==> config.mk <==
export PLATFORM = sky130hd
export DESIGN_NAME = button_debouncer
export DESIGN_NICKNAME = d
export VERILOG_FILES = /design/src/rtl/button_debouncer_pkg.sv /design/src/rtl/button_debouncer_sync_2ff.sv /design/src/rtl/button_debouncer.sv
export SDC_FILE = /design/constraint.sdc
export NUM_CORES = 1
export LEC_CHECK = 0
export BUFFER_PORTS_ARGS = -buffer_cell sky130_fd_sc_hd__buf_2
export CORE_MARGIN = 1.5
export CORE_UTILIZATION = 26
export CTS_CLUSTER_DIAMETER = 120
export DETAILED_ROUTE_END_ITERATION = 8
export PLACE_DENSITY = 0.51
export SLEW_MARGIN = 20
export SYNTH_ARGS = -nofsm -noshare
export SYNTH_HDL_FRONTEND = slang
export SYNTH_HIERARCHICAL = 1
export SYNTH_SLANG_ARGS = --single-unit
==> constraint.sdc <==
create_clock -name clk -period 2.1 [get_ports clk]
set_clock_uncertainty 0.15 [all_clocks]
set_input_delay 0.315 -clock clk [delete_from_list [all_inputs] [get_ports clk]]
set_output_delay 0.315 -clock clk [all_outputs]
set_load 0.02 [all_outputs]
==> src/rtl/button_debouncer_pkg.sv <==
// Shared types and constants for the push-button debouncer.
package button_debouncer_pkg;

  typedef enum logic [1:0] {
    IDLE_LOW   = 2'd0,
    CHECK_HIGH = 2'd1,
    IDLE_HIGH  = 2'd2,
    CHECK_LOW  = 2'd3
  } debounce_state_t;

  localparam int DEBOUNCE_CYCLES_DEFAULT = 500000;
  localparam int CLK_FREQ_HZ             = 50000000;

endpackage

==> src/rtl/button_debouncer_sync_2ff.sv <==
// One-bit two-flop synchronizer with a selectable reset value.
// Reusable for any slow asynchronous switch input.
module sync_2ff #(
  parameter logic RESET_VALUE = 1'b0
) (
  input  logic clk,
  input  logic reset,
  input  logic d,
  output logic q
);

  logic sync1;
  logic sync2;

  always_ff @(posedge clk) begin
    if (reset) begin
      sync1 <= RESET_VALUE;
      sync2 <= RESET_VALUE;
    end else begin
      sync1 <= d;
      sync2 <= sync1;
    end
  end

  assign q = sync2;

endmodule

==> src/rtl/button_debouncer.sv <==
// Push-button debouncer: 2-flop synchronizer, stability counter, level and press/release strobes.
// Define BUTTON_DEBOUNCER_ACTIVE_LOW_EN for active-low key pads.
//
// state      | meaning
// IDLE_LOW   | accepted level 0, waiting for a 1 sample
// CHECK_HIGH | counting consecutive 1 samples
// IDLE_HIGH  | accepted level 1, waiting for a 0 sample
// CHECK_LOW  | counting consecutive 0 samples
module button_debouncer
  import button_debouncer_pkg::*;
#(
  parameter int DEBOUNCE_CYCLES = DEBOUNCE_CYCLES_DEFAULT,
  parameter int CNT_WIDTH       = $clog2(DEBOUNCE_CYCLES + 1)
) (
  input  logic clk,
  input  logic async_reset,
  input  logic button_raw,
  output logic button_level,
  output logic press_pulse,
  output logic release_pulse
);

  localparam logic [CNT_WIDTH-1:0] CNT_ONE  = CNT_WIDTH'(1);
  localparam logic [CNT_WIDTH-1:0] CNT_LAST = CNT_WIDTH'(DEBOUNCE_CYCLES - 1);

  logic            sync_q;
  logic            btn;
  debounce_state_t state;
  logic [CNT_WIDTH-1:0] cnt;

`ifdef BUTTON_DEBOUNCER_ACTIVE_LOW_EN
  // Synchronizer holds the raw pad level, so resetting it to 1 means "released";
  // inversion after it keeps the logical value 0 through and after reset.
  sync_2ff #(.RESET_VALUE(1'b1)) u_sync (
    .clk   (clk),
    .reset (async_reset),
    .d     (button_raw),
    .q     (sync_q)
  );
  assign btn = ~sync_q;
`else
  sync_2ff #(.RESET_VALUE(1'b0)) u_sync (
    .clk   (clk),
    .reset (async_reset),
    .d     (button_raw),
    .q     (sync_q)
  );
  assign btn = sync_q;
`endif

  always_ff @(posedge clk) begin
    if (async_reset) begin
      state         <= IDLE_LOW;
      cnt           <= '0;
      button_level  <= 1'b0;
      press_pulse   <= 1'b0;
      release_pulse <= 1'b0;
    end else begin
      press_pulse   <= 1'b0;
      release_pulse <= 1'b0;
      case (state)
        IDLE_LOW: begin
          if (btn) begin
            state <= CHECK_HIGH;
            cnt   <= CNT_ONE;
          end
        end
        CHECK_HIGH: begin
          if (!btn) begin
            state <= IDLE_LOW;
            cnt   <= '0;
          end else if (cnt == CNT_LAST) begin
            state        <= IDLE_HIGH;
            cnt          <= '0;
            button_level <= 1'b1;
            press_pulse  <= 1'b1;
          end else begin
            cnt <= cnt + CNT_ONE;
          end
        end
        IDLE_HIGH: begin
          if (!btn) begin
            state <= CHECK_LOW;
            cnt   <= CNT_ONE;
          end
        end
        CHECK_LOW: begin
          if (btn) begin
            state <= IDLE_HIGH;
            cnt   <= '0;
          end else if (cnt == CNT_LAST) begin
            state         <= IDLE_LOW;
            cnt           <= '0;
            button_level  <= 1'b0;
            release_pulse <= 1'b1;
          end else begin
            cnt <= cnt + CNT_ONE;
          end
        end
        default: begin
          state <= IDLE_LOW;
          cnt   <= '0;
        end
      endcase
    end
  end

endmodule

# After elaboration in Yosys (flattened, before gate mapping)
# Cells that the tools add are included.
[word_totals]
regBits = 26
[op_classes]
mux = 19
n_eq_ne = 12
bitwise = 3
addsub = 1
reduce_logical = 7
[ops]
columns = ["op", "n"]
rows = [
  ["two-way mux 19 bit", 5],
  ["case mux 19 bit (4 select lines)", 1],
  ["adder 19 x 1 -> 19 bit, second input constant", 1],
  ["== test 19 bit, second input constant", 1],
  ["two-way mux 2 bit", 6],
  ["!= test 2 bit, second input constant", 4],
  ["case mux 2 bit (4 select lines)", 1],
  ["OR reduction 3 bit", 2],
  ["two-way mux 1 bit", 5],
  ["AND reduction 5 bit", 1],
  ["== test 2 bit, second input constant", 2],
  ["!= test 2 x 1 -> 1 bit, second input constant", 2],
  ["AND reduction 4 bit", 1],
  ["!= test 3 x 2 -> 1 bit, second input constant", 1],
  ["!= test 3 bit, second input constant", 1],
  ["NOT 1 bit", 3],
  ["== test 2 x 1 -> 1 bit, second input constant", 1],
  ["logical NOT 2 bit", 1],
  ["case mux 1 bit (2 select lines)", 1],
  ["AND reduction 2 bit", 1],
  ["nonzero test 2 bit", 1],
]

# Longest topological paths before layout
[depth]
depth_word = 4
ltp_mapped = 7

# Cells and area by module
# Netlist, hierarchy kept.
[by_module_without_submodules]
columns = ["mod", "instances", "cells_per_inst", "area_per_inst_um2"]
rows = [
  ["button_debouncer", 1, 152, 1288.7],
  ["sync_2ff", 1, 4, 52.6],
]

# Least setup slack after synthesis
# Ideal clock, no wire load.
[synth_timing]
path_type = "flip-flop to flip-flop"
from = "reg cnt[6]"
to = "reg cnt[14]"
n_path_buf = 1
slack_ps = 190
required_ps = 1836
synth_period_minus_slack_ps = 1910
setup_ps = 114
arrival_time_ps = 1646
stages_incl_launch_ff = 7
cell_sequence = "dfxtp_1 -> or4b_4 -> nor3_4 -> a21o_4 -> buf_8 -> o21ai_2 -> a21bo_1"
[synth_between]
elab_chain_len = 4
elab_cells_between_ends = 6
[synth_lines]
columns = ["element", "line_no", "source"]
rows = [
  ["start, declared", "button_debouncer.sv:29", "logic [CNT_WIDTH-1:0] cnt;"],
  ["start signal, assigned", "button_debouncer.sv:78", "cnt <= cnt + CNT_ONE;"],
  ["start signal, assigned", "button_debouncer.sv:97", "cnt <= cnt + CNT_ONE;"],
  ["adder 19 x 1 -> 19 bit / == test 19 bit (equally long branches)", "--", ""],
  ["two-way mux 19 bit (*)", "button_debouncer.sv:72, button_debouncer.sv:91", ""],
  ["two-way mux 19 bit, on equally long branches", "button_debouncer.sv:88, button_debouncer.sv:69", ""],
  ["case mux 19 bit (4 select lines) (*)", "button_debouncer.sv:61", "case (state)"],
]
# Every way passes the cells marked *; elsewhere a longest branch is shown, timed or not.
# A chain may end at the register's enable or synchronous reset.

# Worst setup path after layout
[layout_timing]
from = "reg cnt[5]"
to = "reg cnt[14]"
# Same word-level chain as after synthesis.

==> metrics <==
EDFF count, synth 0; P_leak 0.5808 nW; Synth top cells by count 26 x dfxtp_1, 22 x nand2_1, 12 x nor2_1, 11 x nand3_1, 8 x o21ai_0; Hold/Removal Path Class input port to register; CTS Sinks 26; worst-case clock buffer depth 2; Total Nets Final 176; worst reg2reg setup slack 0.08 ns; final cycle utilization of the critical path 96.32%; TritonCTS Buffers 3; critical path arrival 2.05 ns; final instance area 0.001584 mm2; synth unique cells 46; Routed WL per cell 12.19 um; total global-route track usage 11.70%; CP Capture Point cnt[14]$_SDFFE_PP0P_; antenna violations before repair 0; first-pass GRT wire length 5092 um; Die Y 74.83 um; count leader, synth dfxtp_1; number of global-route vias before repair 1084; cells on worst reg2reg path 5; cts hold-fix bufs 0; CTS tree done; ys flop type dfxtp_1; RSZ-0062 raised after global routing no; share of cells above drive strength 1 21.64%; Worst R2R Start cnt[5]$_SDFFE_PP0P_; PnR Total Power 961.6 uW; row cnt 25; Initial Utilization 27.66%; Skew-Pair Late Insertion Delay 0.27 ns; fmax 0.4944 GHz; Syn Nets 160; vias 1150; clock root cell clkbuf_8; # Max-Cap Violations 0; startpoint types register; synth-to-layout area growth 18.10%; Slew HR 68.74%; fillcell total 514; worst vdd ir 263.4 uV; final WL 2902 um; final setup fails 0; antenna fix cells 0; drc violations 0; critical path capture point type register; Hold Vio Cnt, Final 0; sequential area share after synthesis 38.81%; Avg Synthesized Cell Area 8.598 um2; post-synth top area cell dfxtp_1; slew at the pin with the worst max-slew slack 0.4645 ns; reg2reg end cnt[14]$_SDFFE_PP0P_; final hold slack 0.09793 ns; final slew viol count 0; Worst Path Class, Setup register to register; area of the core 0.004848 mm2; Synth Warn # 6; crit path from cnt[5]$_SDFFE_PP0P_; I/O pins 6; Synth Cell Area 0.001341 mm2; Iteration-0 DRC Markers 59; drt first pass iters 4; Worst-path clk slew 0.09 ns; die area 0.005599 mm2; Port Buf Inserts 5; dpl cell area 0.001491 mm2; minimum clock period 2.023 ns; Power Density 607.0 mW/mm2; cells after synthesis 156; maximum number of pins on one net before global-route repair 16; synth top area cells dfxtp_1 39%, nand2_1 6.2%, nand3_1 4.1%; share of the synthesized area in the top cell type 38.81%; Chip Width 74.83 um; Routed Antenna Nets 0; Crit Path Max Fanout 12; Critical Path RT 2.13 ns; status complete, no violations; H-Tree Depth 1; setup_tns 0 ns; Via density 4.832; Yosys reg bits 26; Post-synth ARST share 0%; post-DP HPWL 2068 um; gpl congestion 0.7629; GRT overflow 0
-- area by class of cell --
cell class                      count  area [um2]  share of cell area (%)
Tap cell                           67       83.83                   5.292
Sequential cell                    26       521.8                   32.94
Timing Repair Buffer               16       107.6                   6.793
Clock buffer                        3       41.29                   2.607
Multi-Input combinational cell    120       780.7                   49.29
Inverter                            5       18.77                   1.185
Clock inverter                      1       30.03                   1.896
-- registers in the layout, indices dropped and copies added (netlist names), named ones only --
name           flops
cnt               19
button_level       1
press_pulse        1
release_pulse      1
state              1
u_sync/q           1
u_sync/sync1       1
-- cell families after synthesis --
| logic type | Yosys count | synth area share (%) |
|---|---|---|
| flops | 26 | 38.81 |
| xor+xnor | 3 | 2.519 |
| simple gates | 82 | 35.07 |
| fa+ha+maj | 1 | 0.9327 |
| compound gates | 30 | 15.95 |
| buf+inv | 11 | 4.477 |
| mux | 3 | 2.239 |
-- metrics by stage --
stage	util, %	std cells	worst slack, ns
2_1_floorplan	-	156	0.1897
3_3_place_gp	30.76	233	0.1419
3_5_place_dp	30.76	233	0.09460
4_1_cts	32.23	237	0.08132
5_1_grt	32.67	238	0.005705
6_report	32.67	238	0.07728
-- placed cells by master, fill, tap and decap left out, drive strengths merged, types with 4 or more instances in the layout --
| cell type | n |
|---|---|
| dfxtp | 26 |
| nand2 | 22 |
| buf | 16 |
| nor2 | 12 |
| nand3 | 11 |
| o21ai | 9 |
| nand4 | 8 |
| a21oi | 8 |
| inv | 5 |
| nor3 | 5 |
| or3 | 5 |
| o311ai | 4 |
-- where the power goes --
group	switching (mW)	internal (mW)	leakage [nW]
Sequential	0.00413	0.498	0.211
Clock	0.163	0.255	0.0357
Combinational	0.0243	0.0169	0.335
Total	0.192	0.770	0.581
-- worst min-delay path by stage --
| stage | start | endpoint | slack [ns] | cells after the start |
|---|---|---|---|---|
| after CTS | button_raw | u_sync/sync1$_SDFF_PP0_ | 0.1 | 2 |
| after global placement | u_sync/sync1$_SDFF_PP0_ | u_sync/q$_SDFF_PP0_ | 0.29 | 1 |
| final | button_raw | u_sync/sync1$_SDFF_PP0_ | 0.1 | 2 |
| after global routing | button_raw | u_sync/sync1$_SDFF_PP0_ | 0.11 | 2 |
| after floorplan | async_reset | u_sync/q$_SDFF_PP0_ | 0.24 | 1 |
| after detailed placement | u_sync/sync1$_SDFF_PP0_ | u_sync/q$_SDFF_PP0_ | 0.28 | 1 |
-- layer usage --
metal	global-route usage, %	wire [um]	vias up
li1	-	-	602
met1	16.12	1497	534
met2	18.88	1307	12
met3	2.945	85	2
met4	1.818	11	0
met5	0	0	-
-- critical path: stages (launching register included) --
cell and delay (ns):
dfxtp_1 0.35, or4_4 0.56, nor3_4 0.33, a21o_4 0.26, o21ai_2 0.08, a21bo_1 0.19
-- timing repair --
action / in CTS / in global routing
setup buffers: 0 / 0
setup endpoints to repair: 0 / 6
gates resized for setup: 0 / 3
(Power assumes the default switching activity.)
